==> config.mk <==
export PLATFORM = sky130hd
export DESIGN_NAME = pwr_en_sequencer_flat
export DESIGN_NICKNAME = d
export VERILOG_FILES = /design/src/rtl/pwr_seq_pkg.sv /design/src/rtl/pwr_en_sequencer_if.sv /design/src/rtl/pwr_mask_gen.sv /design/src/rtl/pwr_en_sequencer.sv /design/src/flat_wrapper.sv
export SDC_FILE = /design/constraint.sdc
export NUM_CORES = 1
export LEC_CHECK = 0
export CAP_MARGIN = 20
export CELL_PAD_IN_SITES_DETAIL_PLACEMENT = 0
export CELL_PAD_IN_SITES_GLOBAL_PLACEMENT = 2
export CORE_ASPECT_RATIO = 2
export CORE_MARGIN = 4
export CORE_UTILIZATION = 34
export DETAILED_ROUTE_END_ITERATION = 8
export GPL_TIMING_DRIVEN = 0
export PLACE_DENSITY_LB_ADDON = 0.1
export SYNTH_ARGS = -nofsm -noshare
export SYNTH_HDL_FRONTEND = slang
export SYNTH_HIERARCHICAL = 1
export SYNTH_SLANG_ARGS = --single-unit
==> constraint.sdc <==
create_clock -name clk100m -period 5.1 [get_ports clk100m]
set_input_delay 1.53 -clock clk100m [delete_from_list [all_inputs] [get_ports clk100m]]
set_output_delay 1.53 -clock clk100m [all_outputs]
set_load 0.05 [all_outputs]
==> src/rtl/pwr_seq_pkg.sv <==
// Shared types and constants for the power-enable sequencer.
package pwr_seq_pkg;

   localparam int unsigned NUM_MODULES_DEFAULT = 32;

   typedef logic [1:0] mode_t;

   localparam mode_t MODE_STATIC    = 2'd0;
   localparam mode_t MODE_RAMP_UP   = 2'd1;
   localparam mode_t MODE_RAMP_DOWN = 2'd2;
   localparam mode_t MODE_WALK      = 2'd3;

   typedef enum logic {
      IDLE,
      DWELL
   } state_e;

endpackage

==> src/rtl/pwr_en_sequencer_if.sv <==
// Control/status bundle between the run controller and the sequencer.
interface pwr_en_sequencer_if
   import pwr_seq_pkg::*;
#(
   parameter int unsigned NUM_MODULES = NUM_MODULES_DEFAULT,
   parameter int unsigned DWELL_W     = 32,
   parameter int unsigned IDX_W       = 6
);
   logic                   start;
   logic                   abort;
   mode_t                  mode;
   logic [IDX_W-1:0]       step;
   logic [DWELL_W-1:0]     dwell_cycles;
   logic [NUM_MODULES-1:0] static_mask;
   logic [NUM_MODULES-1:0] pwr_en_out;
   logic                   busy;
   logic                   done;
   logic [IDX_W-1:0]       step_idx;
   logic                   marker;

   modport master (
      output start, abort, mode, step, dwell_cycles, static_mask,
      input  pwr_en_out, busy, done, step_idx, marker
   );

   modport slave (
      input  start, abort, mode, step, dwell_cycles, static_mask,
      output pwr_en_out, busy, done, step_idx, marker
   );
endinterface

==> src/rtl/pwr_mask_gen.sv <==
// Maps (mode, level) to an enable mask: static pattern, thermometer or one-hot.
module pwr_mask_gen
   import pwr_seq_pkg::*;
#(
   parameter int unsigned NUM_MODULES = NUM_MODULES_DEFAULT,
   parameter int unsigned LVL_W       = $clog2(NUM_MODULES + 1)
) (
   input  mode_t                  mode,
   input  logic [LVL_W-1:0]       level,
   input  logic [NUM_MODULES-1:0] static_mask,
   output logic [NUM_MODULES-1:0] mask
);

   // Ramps use the low 'level' bits; walk lights only bit 'level'.
   always_comb begin
      mask = '0;
      case (mode)
         MODE_STATIC: mask = static_mask;
         MODE_RAMP_UP, MODE_RAMP_DOWN: begin
            for (int unsigned i = 0; i < NUM_MODULES; i++) begin
               mask[i] = (level > LVL_W'(i));
            end
         end
         MODE_WALK: begin
            for (int unsigned i = 0; i < NUM_MODULES; i++) begin
               mask[i] = (level == LVL_W'(i));
            end
         end
         default: mask = '0;
      endcase
   end

endmodule

==> src/rtl/pwr_en_sequencer.sv <==
// Steps the DUT power-enable vector through a pattern, holding each level for a dwell.
module pwr_en_sequencer
   import pwr_seq_pkg::*;
#(
   parameter int unsigned NUM_MODULES = NUM_MODULES_DEFAULT,
   parameter int unsigned DWELL_W     = 32,
   parameter int unsigned IDX_W       = 6
) (
   input  logic               clk100m,
   input  logic               rstn,
   pwr_en_sequencer_if.slave  bus
);

   localparam int unsigned LVL_W = $clog2(NUM_MODULES + 1);
   // Wide enough that level + stride cannot wrap before the clamp.
   localparam int unsigned SUM_W = ((LVL_W > IDX_W) ? LVL_W : IDX_W) + 1;
   localparam logic [LVL_W-1:0] LVL_MAX = LVL_W'(NUM_MODULES);

   state_e                 state_q, state_d;
   mode_t                  mode_q, mode_d;
   logic [IDX_W-1:0]       stride_q, stride_d;
   logic [DWELL_W-1:0]     dwell_q, dwell_d;
   logic [DWELL_W-1:0]     cnt_q, cnt_d;
   logic [NUM_MODULES-1:0] smask_q, smask_d;
   logic [LVL_W-1:0]       level_q, level_d;
   logic [NUM_MODULES-1:0] out_q, out_d;
   logic                   busy_q, busy_d;
   logic                   done_q, done_d;
   logic [IDX_W-1:0]       idx_q, idx_d;
   logic                   marker_q, marker_d;

   logic [SUM_W-1:0]       sum;
   logic [LVL_W-1:0]       level_next;
   logic                   last_level;
   mode_t                  gen_mode;
   logic [LVL_W-1:0]       gen_level;
   logic [NUM_MODULES-1:0] gen_smask;
   logic [NUM_MODULES-1:0] gen_mask;

   // Next level for the latched mode, clamped to [0, NUM_MODULES].
   always_comb begin
      sum        = SUM_W'(level_q) + SUM_W'(stride_q);
      level_next = level_q;
      last_level = 1'b1;
      case (mode_q)
         MODE_RAMP_UP: begin
            level_next = (sum >= SUM_W'(NUM_MODULES)) ? LVL_MAX : sum[LVL_W-1:0];
            last_level = (level_q == LVL_MAX);
         end
         MODE_RAMP_DOWN: begin
            level_next = (SUM_W'(level_q) > SUM_W'(stride_q)) ?
                         LVL_W'(SUM_W'(level_q) - SUM_W'(stride_q)) : '0;
            last_level = (level_q == '0);
         end
         MODE_WALK: begin
            level_next = level_q + LVL_W'(1);
            last_level = (level_q == LVL_W'(NUM_MODULES - 1));
         end
         default: begin
            level_next = level_q;
            last_level = 1'b1;
         end
      endcase
   end

   // In IDLE the mask generator sees the live config so the first level loads on start.
   always_comb begin
      gen_mode  = mode_q;
      gen_level = level_next;
      gen_smask = smask_q;
      if (state_q == IDLE) begin
         gen_mode  = bus.mode;
         gen_level = (bus.mode == MODE_RAMP_DOWN) ? LVL_MAX : '0;
         gen_smask = bus.static_mask;
      end
   end

   pwr_mask_gen #(
      .NUM_MODULES (NUM_MODULES),
      .LVL_W       (LVL_W)
   ) u_mask_gen (
      .mode        (gen_mode),
      .level       (gen_level),
      .static_mask (gen_smask),
      .mask        (gen_mask)
   );

   // Next-state and registered-output logic.
   always_comb begin
      state_d  = state_q;
      mode_d   = mode_q;
      stride_d = stride_q;
      dwell_d  = dwell_q;
      cnt_d    = cnt_q;
      smask_d  = smask_q;
      level_d  = level_q;
      out_d    = out_q;
      busy_d   = busy_q;
      done_d   = 1'b0;
      idx_d    = idx_q;
      marker_d = marker_q;
      case (state_q)
         IDLE: begin
            if (bus.start && !bus.abort) begin
               mode_d   = bus.mode;
               stride_d = (bus.step == '0) ? IDX_W'(1) : bus.step;
               dwell_d  = (bus.dwell_cycles == '0) ? DWELL_W'(1) : bus.dwell_cycles;
               smask_d  = bus.static_mask;
               level_d  = gen_level;
               out_d    = gen_mask;
               cnt_d    = '0;
               idx_d    = '0;
               marker_d = ~marker_q;
               busy_d   = 1'b1;
               state_d  = DWELL;
            end
         end
         DWELL: begin
            if (bus.abort) begin
               out_d   = '0;
               busy_d  = 1'b0;
               state_d = IDLE;
            end else if (cnt_q == dwell_q - DWELL_W'(1)) begin
               if (last_level) begin
                  out_d   = '0;
                  busy_d  = 1'b0;
                  done_d  = 1'b1;
                  state_d = IDLE;
               end else begin
                  level_d  = level_next;
                  out_d    = gen_mask;
                  cnt_d    = '0;
                  idx_d    = idx_q + IDX_W'(1);
                  marker_d = ~marker_q;
               end
            end else begin
               cnt_d = cnt_q + DWELL_W'(1);
            end
         end
         default: state_d = IDLE;
      endcase
   end

   // State and datapath registers with synchronous active-low reset.
   always_ff @(posedge clk100m) begin
      if (!rstn) begin
         state_q  <= IDLE;
         mode_q   <= MODE_STATIC;
         stride_q <= '0;
         dwell_q  <= '0;
         cnt_q    <= '0;
         smask_q  <= '0;
         level_q  <= '0;
         out_q    <= '0;
         busy_q   <= 1'b0;
         done_q   <= 1'b0;
         idx_q    <= '0;
         marker_q <= 1'b0;
      end else begin
         state_q  <= state_d;
         mode_q   <= mode_d;
         stride_q <= stride_d;
         dwell_q  <= dwell_d;
         cnt_q    <= cnt_d;
         smask_q  <= smask_d;
         level_q  <= level_d;
         out_q    <= out_d;
         busy_q   <= busy_d;
         done_q   <= done_d;
         idx_q    <= idx_d;
         marker_q <= marker_d;
      end
   end

   assign bus.pwr_en_out = out_q;
   assign bus.busy       = busy_q;
   assign bus.done       = done_q;
   assign bus.step_idx   = idx_q;
   assign bus.marker     = marker_q;

endmodule

==> src/flat_wrapper.sv <==
// flat-port wrapper written by rule: the top's interface ports become plain ports
module pwr_en_sequencer_flat import pwr_seq_pkg::*;
#(
   parameter int unsigned NUM_MODULES = NUM_MODULES_DEFAULT,
   parameter int unsigned DWELL_W     = 32,
   parameter int unsigned IDX_W       = 6
)
  (clk100m, rstn, bus_start, bus_abort, bus_mode, bus_step, bus_dwell_cycles, bus_static_mask, bus_pwr_en_out, bus_busy, bus_done, bus_step_idx, bus_marker);
  pwr_en_sequencer_if #(.NUM_MODULES(NUM_MODULES), .DWELL_W(DWELL_W), .IDX_W(IDX_W)) bus_i ();
  input  logic clk100m;
  input  logic rstn;
  input wire logic [$bits(bus_i.start)-1:0] bus_start;
  input wire logic [$bits(bus_i.abort)-1:0] bus_abort;
  input wire logic [$bits(bus_i.mode)-1:0] bus_mode;
  input wire logic [$bits(bus_i.step)-1:0] bus_step;
  input wire logic [$bits(bus_i.dwell_cycles)-1:0] bus_dwell_cycles;
  input wire logic [$bits(bus_i.static_mask)-1:0] bus_static_mask;
  output wire logic [$bits(bus_i.pwr_en_out)-1:0] bus_pwr_en_out;
  output wire logic [$bits(bus_i.busy)-1:0] bus_busy;
  output wire logic [$bits(bus_i.done)-1:0] bus_done;
  output wire logic [$bits(bus_i.step_idx)-1:0] bus_step_idx;
  output wire logic [$bits(bus_i.marker)-1:0] bus_marker;
  assign bus_i.start = bus_start;
  assign bus_i.abort = bus_abort;
  assign bus_i.mode = bus_mode;
  assign bus_i.step = bus_step;
  assign bus_i.dwell_cycles = bus_dwell_cycles;
  assign bus_i.static_mask = bus_static_mask;
  assign bus_pwr_en_out = bus_i.pwr_en_out;
  assign bus_busy = bus_i.busy;
  assign bus_done = bus_i.done;
  assign bus_step_idx = bus_i.step_idx;
  assign bus_marker = bus_i.marker;
  pwr_en_sequencer #(.NUM_MODULES(NUM_MODULES), .DWELL_W(DWELL_W), .IDX_W(IDX_W)) u_core (.clk100m(clk100m), .rstn(rstn), .bus(bus_i));
endmodule
=== Yosys cells after proc, flatten, opt, wreduce, memory -nomap -nowiden ===
Cells that the tools add are included.

* Add/sub/neg operators: 6
* $lt $le $gt $ge: 34
* Eq/ne operators: 48
* Reductions and logical operators: 14
* Bitwise gates (word level): 4
* Muxes and demuxes: 47

{| class="wikitable"
|+ Operators by type and width
! operator !! count
|-
| $mux 32 || 10
|-
| $pmux 32 s2 || 2
|-
| $eq 6x5->1 const B || 17
|-
| $gt 6x5->1 const B || 16
|-
| $pmux 32 s3 || 1
|-
| $mux 6 || 13
|-
| $eq 6x4->1 const B || 8
|-
| $gt 6x4->1 const B || 8
|-
| $add 32x1->32 const B || 1
|-
| $eq 32x32->1 || 1
|-
| $logic_not 32->1 || 1
|-
| $sub 32x1->32 const B || 1
|-
| $eq 6x3->1 const B || 4
|-
| $gt 6x3->1 const B || 4
|-
| $pmux 6 s2 || 2
|-
| $logic_not 6->1 || 3
|-
| $pmux 6 s3 || 1
|-
| $mux 1 || 13
|-
| $add 6x1->6 const B || 2
|-
| $eq 6x2->1 const B || 2
|-
| $gt 6x1->1 const B || 2
|-
| $gt 6x2->1 const B || 2
|-
| $eq 2x2->1 const B || 5
|-
| $ne 3x3->1 const B || 3
|-
| other kinds (20) || 31
|}

* Output and inout port bits: 41
* Input port bits: 76
* Logic and storage cells: 165
* Flip-flop bits (word level): 152

=== Longest topological paths before layout ===
Gate-level depths: netlist (run 1).

* Depth in word-level cells: 11
* Gate-level depth with buffers: 21
* Gate-level depth less buffers: 18

=== Hierarchy ===
Netlist (run 1), hierarchy kept.

{| class="wikitable"
|+ Modules (own cells, without submodules)
! module !! times used !! seq. area each (um^2) !! cells each !! area each (um^2)
|-
| pwr_en_sequencer || 1 || 3042.9 || 1154 || 9196.3
|-
| pwr_mask_gen || 1 || 0.0 || 181 || 1258.7
|}

=== Worst setup path before layout (run 1) ===
No wires, ideal clock.

* Path kind: register -> register
* From: reg u_core.level_q[5]
* To: reg u_core.out_q[18] (netlist: u_core/bus.pwr_en_out[18])
* Arrival time: 3.986 ns
* Required time: 4.980 ns
* Clock period less this slack: 4.106 ns
* Library setup time: 0.120 ns
* Buffers on the path: 1
* Path slack: 0.994 ns
* Stages on the path, launching flop included: 15
* Cell sequence: dfxtp_1 > ha_1 > or4_1 > a211oi_1 > o21a_1 > a221o_1 > and2_1 > clkbuf_1 > nand2_1 > a221oi_1 > nor4b_2 > a211o_1 > a2bb2oi_1 > and3_1 > o31a_1

* Cells in the longest elaborated chain, start to end: 11
* Elaborated cells on any way between the ends: 21
* Classes of those cells: 3 x add/sub; 3 x order compare; 3 x eq/ne; 11 x mux; 1 x reduce/logical

{| class="wikitable"
|+ RTL lines
! element !! RTL line !! source
|-
| start, declared || pwr_en_sequencer.sv:25 || <nowiki>logic [LVL_W-1:0] level_q, level_d;</nowiki>
|-
| start signal, assigned || pwr_en_sequencer.sv:166 || <nowiki>level_q <= level_d;</nowiki>
|-
| $add 6x6->7 || pwr_en_sequencer.sv:42 || <nowiki>sum = SUM_W'(level_q) + SUM_W'(stride_q);</nowiki>
|-
| $ge 7x6->1 || pwr_en_sequencer.sv:47 || <nowiki>level_next = (sum >= SUM_W'(NUM_MODULES)) ? LVL_MAX : sum[LVL_W-1:0];</nowiki>
|-
| $mux 6 || pwr_en_sequencer.sv:47 ||
|-
| $pmux 6 s3 * || pwr_en_sequencer.sv:45 || <nowiki>case (mode_q)</nowiki>
|-
| $mux 6 * || pwr_en_sequencer.sv:71 || <nowiki>if (state_q == IDLE) begin</nowiki>
|-
| net u_core.gen_level[1] || pwr_en_sequencer.sv:36 || <nowiki>logic [LVL_W-1:0] gen_level;</nowiki>
|-
| $gt 6x5->1 or $eq 6x5->1 (tied branches) || pwr_mask_gen.sv:21, pwr_mask_gen.sv:26 ||
|-
| $pmux 32 s3 * || pwr_mask_gen.sv:17 || <nowiki>case (mode)</nowiki>
|-
| net u_core.gen_mask[18] || pwr_en_sequencer.sv:38 || <nowiki>logic [NUM_MODULES-1:0] gen_mask;</nowiki>
|-
| $mux 32 || pwr_en_sequencer.sv:124 || <nowiki>if (last_level) begin</nowiki>
|-
| $mux 32 || pwr_en_sequencer.sv:123 || <nowiki>end else if (cnt_q == dwell_q - DWELL_W'(1)) begin</nowiki>
|-
| $mux 32 || pwr_en_sequencer.sv:119 || <nowiki>if (bus.abort) begin</nowiki>
|-
| $pmux 32 s2 * || pwr_en_sequencer.sv:102 || <nowiki>case (state_q)</nowiki>
|-
| end signal, assigned || pwr_en_sequencer.sv:167 || <nowiki>out_q <= out_d;</nowiki>
|-
| end, declared || pwr_en_sequencer.sv:26 || <nowiki>logic [NUM_MODULES-1:0] out_q, out_d;</nowiki>
|}

The timed path passes the listed nets; every way through them passes the cells marked *. The select of a mux whose other input is x is not followed.
A chain may end at the register's enable or synchronous reset.

=== Final worst setup path (run 1) ===
* From: reg u_core.level_q[4]
* To: reg u_core.out_q[12] (netlist: u_core/bus.pwr_en_out[12])

* Cells in the longest elaborated chain, start to end: 11
* Elaborated cells on any way between the ends: 21
* Classes of those cells: 3 x add/sub; 3 x order compare; 3 x eq/ne; 11 x mux; 1 x reduce/logical

{| class="wikitable"
|+ RTL lines
! element !! RTL line
|-
| $add 6x6->7 || pwr_en_sequencer.sv:42
|-
| $ge 7x6->1 || pwr_en_sequencer.sv:47
|-
| $mux 6 || pwr_en_sequencer.sv:47
|-
| $pmux 6 s3 * || pwr_en_sequencer.sv:45
|-
| $mux 6 * || pwr_en_sequencer.sv:71
|-
| net u_core.gen_level[5] || pwr_en_sequencer.sv:36
|-
| $gt 6x4->1 or $eq 6x4->1 (tied branches) || pwr_mask_gen.sv:21, pwr_mask_gen.sv:26
|-
| $pmux 32 s3 * || pwr_mask_gen.sv:17
|-
| net u_core.gen_mask[12] || pwr_en_sequencer.sv:38
|-
| $mux 32 || pwr_en_sequencer.sv:124
|-
| $mux 32 || pwr_en_sequencer.sv:123
|-
| $mux 32 || pwr_en_sequencer.sv:119
|-
| $pmux 32 s2 * || pwr_en_sequencer.sv:102
|}

Marks and branches as above.

==> results of run 1 <==
## cell usage after synthesis (15+ instances only)
cell                       count  share of area [%]
sky130_fd_sc_hd__nand2_1     205                7.4
sky130_fd_sc_hd__dfxtp_1     152                 29
sky130_fd_sc_hd__a21oi_1     131                6.3
sky130_fd_sc_hd__and3_1       81                4.8
sky130_fd_sc_hd__clkbuf_1     75                2.7
sky130_fd_sc_hd__nor2_1       48                1.7
sky130_fd_sc_hd__o21ai_0      46                2.2
sky130_fd_sc_hd__mux2_2       37                4.0
sky130_fd_sc_hd__nand3_1      33                1.6
sky130_fd_sc_hd__o31a_1       33                2.8
sky130_fd_sc_hd__a22o_1       28                2.3
sky130_fd_sc_hd__xnor2_1      27                2.3
sky130_fd_sc_hd__inv_1        25               0.90
sky130_fd_sc_hd__or3_1        24                1.4
sky130_fd_sc_hd__nor3_1       21                1.0
sky130_fd_sc_hd__ha_1         20                2.4
sky130_fd_sc_hd__or4_1        20                1.4
sky130_fd_sc_hd__o31ai_1      18                1.3
sky130_fd_sc_hd__buf_2        17               0.81
sky130_fd_sc_hd__nor4_1       17                1.0
sky130_fd_sc_hd__a31oi_1      15               0.90
## cell families (layout without fill, tap and decap cells)
family	Yosys count	after routing	share of synthesized area (%)
mux	38	38	4.08
fa+ha+maj	22	22	2.78
xor+xnor	41	41	3.43
simple gates	553	553	29.2
compound gates	393	393	25.5
buf+inv	136	282	5.84
other cells	0	1	0
flops	152	152	29.1
## stage by stage
step                instance area, sq um  utilization, %
floorplan                          10500               -
global placement                   12100            39.8
detailed placement                 12100            39.8
CTS                                12700            42.1
global route                       12800            42.1
finish                             12800            42.1
## power by group
group | switching, mW | total [mW] | internal [mW]
logic | 0.492 | 0.792 | 0.300
clock network | 0.577 | 1.50 | 0.926
registers | 0.0442 | 1.28 | 1.23
## layout make-up
cell class / count / area, sq um / share of cell area [%]
plain buffers: 110 / 514 / 4.03
inverters: 26 / 97.6 / 0.765
clock buffers: 19 / 433 / 3.39
multi-input cells: 1047 / 6830 / 53.5
repair buffers: 114 / 1140 / 8.94
flip-flops and latches: 152 / 3040 / 23.9
clock inverters: 13 / 241 / 1.89
well taps: 368 / 460 / 3.61
diodes: 1 / 2.50 / 0.0196
## registers in the layout, summed over array words and instances (netlist names)
| signal | flops |
|---|---|
| u_core/bus.marker | 1 |
| u_core/level_q | 6 |
| u_core/bus.pwr_en_out | 32 |
| u_core/stride_q | 6 |
| u_core/bus.busy | 1 |
| u_core/state_q | 1 |
| u_core/mode_q | 2 |
| u_core/smask_q | 32 |
| u_core/bus.step_idx | 6 |
| u_core/cnt_q | 32 |
| u_core/bus.done | 1 |
| u_core/dwell_q | 32 |
## per-layer routing
metal / vias to the layer above / share of wire, % / routed length (um)
met5: - / 0 / 0
li1: 5222 / - / -
met3: 100 / 2.5 / 1150
met2: 259 / 56 / 26000
met4: 0 / 9.8 / 4580
met1: 5233 / 32 / 14800
## critical path: stages, from the launching register on
cell	delay, ns
sky130_fd_sc_hd__dfxtp_1	0.58
sky130_fd_sc_hd__ha_1	0.40
sky130_fd_sc_hd__or4_1	0.44
sky130_fd_sc_hd__a211oi_1	0.23
sky130_fd_sc_hd__o21a_1	0.15
sky130_fd_sc_hd__a221o_1	0.17
sky130_fd_sc_hd__and2_1	0.14
sky130_fd_sc_hd__clkbuf_1	0.23
sky130_fd_sc_hd__o221ai_1	0.19
sky130_fd_sc_hd__a32oi_1	0.39
sky130_fd_sc_hd__inv_1	0.08
sky130_fd_sc_hd__buf_4	0.18
sky130_fd_sc_hd__or4b_4	0.57
sky130_fd_sc_hd__o211ai_1	0.31
sky130_fd_sc_hd__a2bb2oi_1	0.27
sky130_fd_sc_hd__and3_1	0.22
sky130_fd_sc_hd__o31a_1	0.26
## final timing paths
check	slack [ns]	from	cells after the start	to
worst max-delay path	0.17	u_core/level_q[4]	16	u_core/bus.pwr_en_out[12]
worst min register to register	0.45	u_core/smask_q[25]	2	u_core/smask_q[25]
worst min-delay path	0.45	u_core/smask_q[25]	2	u_core/smask_q[25]
worst max register to register	0.17	u_core/level_q[4]	16	u_core/bus.pwr_en_out[12]
## what timing repair did
| item | in CTS | in global routing |
|---|---|---|
| gates resized for setup | 2 | 7 |
| endpoints found under the setup margin | 12 | 14 |
| pin swaps | 0 | 0 |
| cloned | 0 | 0 |
==> reports/qor.yml, run 1 <==
max_cap_violations: 0
netlist_instances: 1335
initial_utilization_pct: 34.5
dpl.cell_count: 1817
final_layout_size_suffix_gt1_share_pct: 9.52
instances_no_fill: 1850
synth-seq-area-share_pct: 29.1
filler_cell_count: 3148
area_growth_syn_to_layout_pct: 22.0
cts_tree: "built"
hold_viol_final: 0
drt-wirelength-per-cell_um: 25.2
power-per-cell-area_nw_per_um2: 280
ff_latch_count_synth: 152
cts.root.buffer_cell: "sky130_fd_sc_hd__clkbuf_16"
initial_antenna_violation_count: 0
cellLeakagePower_nw: 4.70
io_buffers: 114
drc_errors: 0
drt-pass1-iter-count: 5
core_area_sq_um: 30300
grt_util_met3_pct: 3.38
syn_area_per_cell_sq_um: 7.83
setup_ws_ns: 0.172
netlist_area_sq_um: 10500
layout.cells.most_common_list: "205 x sky130_fd_sc_hd__nand2_1, 151 x sky130_fd_sc_hd__dfxtp_1, 131 x sky130_fd_sc_hd__a21oi_1"
row_count: 90
ys_types: 92
syn-num-nets: 1433
die_w_um: 132
grt_first_pass_wirelength_um: 69200
grt_setup_unrepaired: "no"
post_cts.repair.setup_buffers: 0
vias_in_the_first_global_route: 11171
h_tree_levels: 4
globalRouteOverflowTotal: 0
fin_hold_ws_ns: 0.451
hold_path_class: "flip-flop to flip-flop"
gr-usage-met1_pct: 23.6
drt-total-wl_um: 46500
max_vdd_drop_mv: 0.239
setup_viol: 0
routed-via-count: 10814
final.min_clock_period_ns: 4.93
grt_start_max_net_pins: 17
clock_latency_ns: 0.45
vias_per_cell: 5.85
dp_worst_setup_slack_ns: -0.479
num_io_pins: 117
cts.hold.buffers_added: 0
synthFlopType: "sky130_fd_sc_hd__dfxtp_1"
clk_path_buf_depth: 2
endpoint_kind_of_the_worst_setup_timing_path: "flip-flop"
postRouteAntennaNets: 0
final.period_utilization_pct: 96.6
worstSetupStartpointType: "flip-flop"
die_area_sq_um: 33800
mostFrequentLayoutCell: "sky130_fd_sc_hd__nand2_1"
tritoncts_num_sinks: 152
slew_violations: 0
gp_congestion: 0.949
grt_util_met2_pct: 53.4
cp_data_arrival_time_ns: 5.27
grtUsageTotal_pct: 27.1
path_max_fanout: 10
outcome: "complete, no violations"
detailed_place_hpwl_um: 36900
clkSlewWorstSetupHoldPaths_ns: 0.07
finalNetCount: 1566
fin_worst_skew_ns: 0.00747
die_height_um: 256
worst_slew_margin_rel_pct: 38.7
setup_tns_ns: 0
yosys_warnings: 6
power_mw: 3.57
grt_most_used_layer: "met2"
synth_enable_flop_cells: 0
cp_data_required_time_ns: 5.44
criticalPathCategory: "flip-flop to flip-flop"
synth_async_sr_flop_share_pct: 0
drt-initial-drc-count: 575
number_of_clock_buffers_inserted_by_tritoncts: 17
fmaxAchievable_mhz: 203
worst_slew_pin_slew_ns: 0.919
(Power assumes the default switching activity.)
==> run 2, diff against run 1 <==
Settings changed: SKIP_CTS_REPAIR_TIMING set to 1.
==> run 2 against run 1 <==
Via count grew 0.24%. Clock power about the same. Register-to-register slack barely moved. Cell count is essentially flat. Die area unchanged. Fmax about the same. Critical path depth unchanged. Clock-buffer cell count is the same. Core utilization about the same. Total power barely moved. Critical endpoint unchanged. Non-clock buffer count did not move. Critical path type unchanged. Highest routed layer unchanged.
==> reports/qor.yml, run 2 (synthesis results as in run 1) <==
min-delay-start: "u_core/smask_q[25]"
instances_no_fill: 1849  # -0.054%
detailed_place_hpwl_um: 36900  # unchanged
layout.cells.most_common_list: "205 x sky130_fd_sc_hd__nand2_1, 151 x sky130_fd_sc_hd__dfxtp_1, 131 x sky130_fd_sc_hd__a21oi_1"
power_mw: 3.57  # about the same
clock_latency_ns: 0.45  # about the same
cts.root.buffer_cell: "sky130_fd_sc_hd__clkbuf_16"
drt-pass1-iter-count: 5  # unchanged
outcome: "complete, no violations"
max_cap_violations: 0  # unchanged
final_cell_utilization_of_the_core_pct: 42.1  # about the same
timing.rr.start: "u_core/level_q[4]"
cp_data_required_time_ns: 5.44  # about the same
postRouteAntennaNets: 0  # unchanged
die_area_sq_um: 33800  # unchanged
die_height_um: 256  # unchanged
io_buffers: 114  # unchanged
routed-via-count: 10840  # +0.24%
drt-wirelength-per-cell_um: 25.2  # about the same
core_area_sq_um: 30300  # unchanged
die_w_um: 132  # unchanged
initial_utilization_pct: 34.5  # unchanged
fmaxAchievable_mhz: 203  # about the same
criticalPathCategory: "flip-flop to flip-flop"
grt_setup_unrepaired: "no"
hold_path_class: "flip-flop to flip-flop"
holdPathEnd: "u_core/smask_q[25]"
regToRegEndpoint: "u_core/bus.pwr_en_out[12]"
slew_violations: 0  # unchanged
number_of_clock_buffers_inserted_by_tritoncts: 17  # unchanged
row_count: 90  # unchanged
diodes: 0  # -1
drc_errors: 0  # unchanged
grtUsageTotal_pct: 27.1  # about the same
finalNetCount: 1566  # unchanged
mostFrequentLayoutCell: "sky130_fd_sc_hd__nand2_1"
final.period_utilization_pct: 96.6  # about the same
globalRouteOverflowTotal: 0  # unchanged
clk_path_buf_depth: 2  # unchanged
setup_ws_ns: 0.174  # +0.00251 ns
cellLeakagePower_nw: 4.70  # about the same
vias_per_cell: 5.86  # +0.29%
final_layout_size_suffix_gt1_share_pct: 9.59  # +0.068 points
drt-initial-drc-count: 571  # -0.70%
max_vdd_drop_mv: 0.238  # about the same
cts_tree: "built"
ff2ff_path_depth: 16  # unchanged
endpoint_kind_of_the_worst_setup_timing_path: "flip-flop"
dp_worst_setup_slack_ns: -0.479  # unchanged
num_io_pins: 117  # unchanged
worst_slew_pin_slew_ns: 0.924  # +0.00466 ns
hold_viol_final: 0  # unchanged
vias_in_the_first_global_route: 11159  # -0.11%
gp_congestion: 0.949  # unchanged
worst-r2r-setup-slack_ns: 0.17  # about the same
power-per-cell-area_nw_per_um2: 280  # about the same
area_growth_syn_to_layout_pct: 22.1  # about the same
worstSetupStartpointType: "flip-flop"
hold_depth: 2  # unchanged
tritoncts_num_sinks: 152  # unchanged
setup_viol: 0  # unchanged
h_tree_levels: 4  # unchanged
final.min_clock_period_ns: 4.93  # -0.00251 ns
drt-total-wl_um: 46600  # about the same
grt_first_pass_wirelength_um: 69200  # about the same
grt_start_max_net_pins: 17  # unchanged
initial_antenna_violation_count: 0  # unchanged
dpl.cell_count: 1817  # unchanged
cp_data_arrival_time_ns: 5.27  # about the same
worst_slew_margin_rel_pct: 38.4  # -0.31 points
fin_worst_skew_ns: 0.0120  # +0.00454 ns
clkSlewWorstSetupHoldPaths_ns: 0.07  # about the same
path_max_fanout: 10  # unchanged
run 2: area by class of cell:
cell class,count,area (sq um)
timing repair buffer,114,1140
clock inverter,13,241
tap,368,460
multi-input combinational,1047,6830
sequential,152,3040
inverter,26,97.6
buffer,110,514
fill,3146,17500
clock buffer,19,433
run 2: worst max-delay path, cell delays in order, from the launching register on:
cell and delay [ns]:
sky130_fd_sc_hd__dfxtp_1 0.57, sky130_fd_sc_hd__ha_1 0.40, sky130_fd_sc_hd__or4_1 0.44, sky130_fd_sc_hd__a211oi_1 0.23, sky130_fd_sc_hd__o21a_1 0.15, sky130_fd_sc_hd__a221o_1 0.17
sky130_fd_sc_hd__and2_1 0.14, sky130_fd_sc_hd__clkbuf_1 0.23, sky130_fd_sc_hd__o221ai_1 0.19, sky130_fd_sc_hd__a32oi_1 0.38, sky130_fd_sc_hd__inv_1 0.08, sky130_fd_sc_hd__buf_4 0.18
sky130_fd_sc_hd__or4b_4 0.57, sky130_fd_sc_hd__o211ai_1 0.31, sky130_fd_sc_hd__a2bb2oi_1 0.27, sky130_fd_sc_hd__and3_1 0.22, sky130_fd_sc_hd__o31a_1 0.26
run 2: metal layers:
metal	routed length (um)	vias up	share of wire [%]	global-route usage (%)
met3	1080	99	2.3	3.38
met5	0	-	0	0
li1	-	5216	-	-
met4	4480	0	9.6	22.4
met2	26100	251	56	53.4
met1	14900	5274	32	23.6
run 2: per-stage QoR:
step | TNS (ns) | hold slack, ns | area [sq um]
finish | 0 | 0.451 | 12800
detailed placement | -1.73 | 0.445 | 12100
global placement | -1.63 | 0.438 | 12100
CTS | -2.06 | 0.455 | 12700
global route | 0 | 0.473 | 12800
floorplan | 0 | 0.433 | 10500
run 2: report_power, final:
part           internal (mW)  total [mW]  leakage, nW  switching (mW)
clock network          0.926        1.50        0.320           0.575
registers               1.23        1.28         1.24          0.0441
logic                  0.300       0.792         3.14           0.492
run 2: worst max-delay path by stage:
stage                      startpoint                   endpoint  slack [ns]  cells after the start
floorplan           u_core/level_q[5]  u_core/bus.pwr_en_out[18]        0.99                     14
global placement    u_core/level_q[5]  u_core/bus.pwr_en_out[10]       -0.45                     15
detailed placement  u_core/level_q[5]  u_core/bus.pwr_en_out[10]       -0.48                     15
CTS                 u_core/level_q[5]  u_core/bus.pwr_en_out[10]       -0.51                     14
global route        u_core/level_q[4]  u_core/bus.pwr_en_out[12]        0.06                     16
finish              u_core/level_q[4]  u_core/bus.pwr_en_out[12]        0.17                     16
==> run 3, diff against run 2 <==
Settings changed: CAP_MARGIN 20 to not set, CORE_ASPECT_RATIO 2 to 1.2, RECOVER_POWER set to 100.
==> run 3 against run 2 <==
Clock power shrank 10%. Via count shrank 0.96%. Design area shrank 0.64%. Global-route usage shrank 3.2 points. Clock skew grew 0.0054 ns. Total power shrank 5.4%. Cell count grew 1.5%. Combinational power shrank 4.4%. Clock-buffer cell count shrank 1. Register-to-register slack gained 0.13 ns. Critical path type unchanged. Critical endpoint unchanged. Highest routed layer unchanged.
==> reports/qor.yml, run 3 (synthesis results as in run 1) <==
outcome: "complete, no violations"
hold_path_class: "flip-flop to flip-flop"
grt_setup_unrepaired: "no"
vias_in_the_first_global_route: 10524  # -5.7%
drt-wirelength-per-cell_um: 21.9  # -13%
initial_antenna_violation_count: 0  # unchanged
number_of_clock_buffers_inserted_by_tritoncts: 17  # unchanged
die_height_um: 200  # -22%
path_max_fanout: 10  # unchanged
regArea_sq_um: 3040  # unchanged
finalNetCount: 1566  # unchanged
worst_slew_margin_rel_pct: 26.3  # -12 points
drt-initial-drc-count: 854  # +50%
hold_viol_final: 0  # unchanged
cell_with_the_biggest_individual_delay_on_the_critical_path: "sky130_fd_sc_hd__dfxtp_1"
share_comb_of_total_power_pct: 22.4  # +0.2 points
die_area_sq_um: 33600  # -0.47%
power-per-cell-area_nw_per_um2: 266  # -4.8%
clock_power_share_pct: 39.9  # -2.2 points
tritoncts_num_sinks: 152  # unchanged
clock_latency_ns: 0.44  # about the same
row_count: 70  # -22%
fin_worst_skew_ns: 0.0174  # +0.00541 ns
area_growth_syn_to_layout_pct: 21.3
criticalPathCategory: "flip-flop to flip-flop"
final.min_clock_period_ns: 4.80  # -0.126 ns
max_cap_violations: 0  # unchanged
setup_viol: 0  # unchanged
clk_path_buf_depth: 2  # unchanged
power.net_switching_mw: 1.10  # -0.81%
worst_slew_pin_slew_ns: 1.10  # +0.179 ns
max_vdd_drop_mv: 0.182  # -24%
critical-path-top-delay-family: "compound AO/OA/AOI/OAI gates"
power_mw: 3.37  # -5.4%
core_area_sq_um: 30400  # +0.33%
setup_tns_ns: 0  # unchanged
io_buffers: 114  # unchanged
cp_data_arrival_time_ns: 5.17  # -0.10 ns
cp_slowest_stage_delay_ns: 0.55  # -0.02 ns
initial_utilization_pct: 34.4  # -0.11 points
intPower_mw: 2.27  # -7.5%
final_cell_utilization_of_the_core_pct: 41.7  # -0.41 points
seq_power_share_pct: 37.7  # +2.0 points
detailed_place_hpwl_um: 31200  # -15%
dp_worst_setup_slack_ns: -0.123  # +0.356 ns
die_w_um: 168  # +27%
drc_errors: 0  # unchanged
drt-pass1-iter-count: 5  # unchanged
final_layout_size_suffix_gt1_share_pct: 9.39  # -0.20 points
gp_congestion: 0.958  # +0.96%
routed-via-count: 10736  # -0.96%
fmaxAchievable_mhz: 208  # +2.6%
slew_violations: 0  # unchanged
postRouteAntennaNets: 0  # unchanged
crit_buf_inv: 3  # unchanged
cts_tree: "built"
cp_data_required_time_ns: 5.47  # +0.03 ns
setup_ws_ns: 0.301  # +0.126 ns
grtUsageTotal_pct: 23.9  # -3.2 points
clkSlewWorstSetupHoldPaths_ns: 0.07  # about the same
cellLeakagePower_nw: 4.78  # +1.8%
final.period_utilization_pct: 94.1  # -2.5 points
layout.cells.most_common_list: "205 x sky130_fd_sc_hd__nand2_1, 151 x sky130_fd_sc_hd__dfxtp_1, 131 x sky130_fd_sc_hd__a21oi_1"
h_tree_levels: 4  # unchanged
vias_per_cell: 5.72  # -2.4%
filler_cell_count: 3135  # -0.35%
multiInputGateArea_sq_um: 6790  # -0.57%
worstSetupStartpointType: "flip-flop"
grt_first_pass_wirelength_um: 62600  # -9.5%
endpoint_kind_of_the_worst_setup_timing_path: "flip-flop"
mostFrequentLayoutCell: "sky130_fd_sc_hd__nand2_1"
grt_start_max_net_pins: 17  # unchanged
drt-total-wl_um: 41200  # -12%
cts.root.buffer_cell: "sky130_fd_sc_hd__clkbuf_16"
num_io_pins: 117  # unchanged
timing.critical_path.cells: "ha_1, or4_1, a211oi_1, o21a_1, a221o_1, and2_1, clkbuf_1, a221oi_1, o221ai_1, and2_0, buf_6, buf_2, nor4b_4, a31oi_1, a2bb2oi_1, nand2_1, a21oi_1, o31a_1"
diodes: 0  # unchanged
globalRouteOverflowTotal: 0  # unchanged
fin_hold_ws_ns: 0.453  # +0.00176 ns
switching_share_pct: 32.7  # +1.5 points
## run 3: power by group through the flow
| stage | sequential (mW) | combinational (mW) | clock, mW |
|---|---|---|---|
| final | 1.27 | 0.757 | 1.35 |
| after global routing | 1.28 | 0.821 | 1.43 |
| after CTS | 1.27 | 0.765 | 1.38 |
| after detailed placement | 1.30 | 0.761 | 0 |
| after global placement | 1.30 | 0.763 | 0 |
| after floorplan | 1.34 | 0.438 | 0 |
## run 3: tightest hold or removal path, delay by kind of cell (launching register included)
family          cells  cell delay (ns)
flops               1             0.31
compound gates      1             0.05
simple gates        1             0.05
## run 3: final cells by class
class | count | area share, %
Multi-Input combinational cell | 1047 | 53.6
Sequential cell | 152 | 24.0
Timing Repair Buffer | 114 | 9.00
Buffer | 110 | 4.01
Tap cell | 396 | 3.91
Clock buffer | 18 | 3.46
Clock inverter | 14 | 1.29
Inverter | 26 | 0.770
## run 3: final timing paths
check | startpoint | end | slack, ns | cells after the start
worst max-delay path | u_core/level_q[4] | u_core/bus.pwr_en_out[12] | 0.30 | 18
worst min-delay path | u_core/smask_q[7] | u_core/smask_q[7] | 0.45 | 2
worst max register to register | u_core/level_q[4] | u_core/bus.pwr_en_out[12] | 0.30 | 18
worst min register to register | u_core/smask_q[7] | u_core/smask_q[7] | 0.45 | 2
## run 3: routing by layer
metal  part of all wire (%)  global-route usage (%)  vias up
li1                       -                       -     5216
met1                     41                    28.9     5185
met2                     50                    42.7      265
met3                    3.2                    2.80       70
met4                    5.0                    11.2        0
met5                      0                       0        -
## run 3: through the flow
step,cell area (sq um),instances
after floorplan,10500,1335
after global placement,12100,1845
after detailed placement,12100,1845
after CTS,12700,1877
after global routing,12700,1877
final,12700,1877
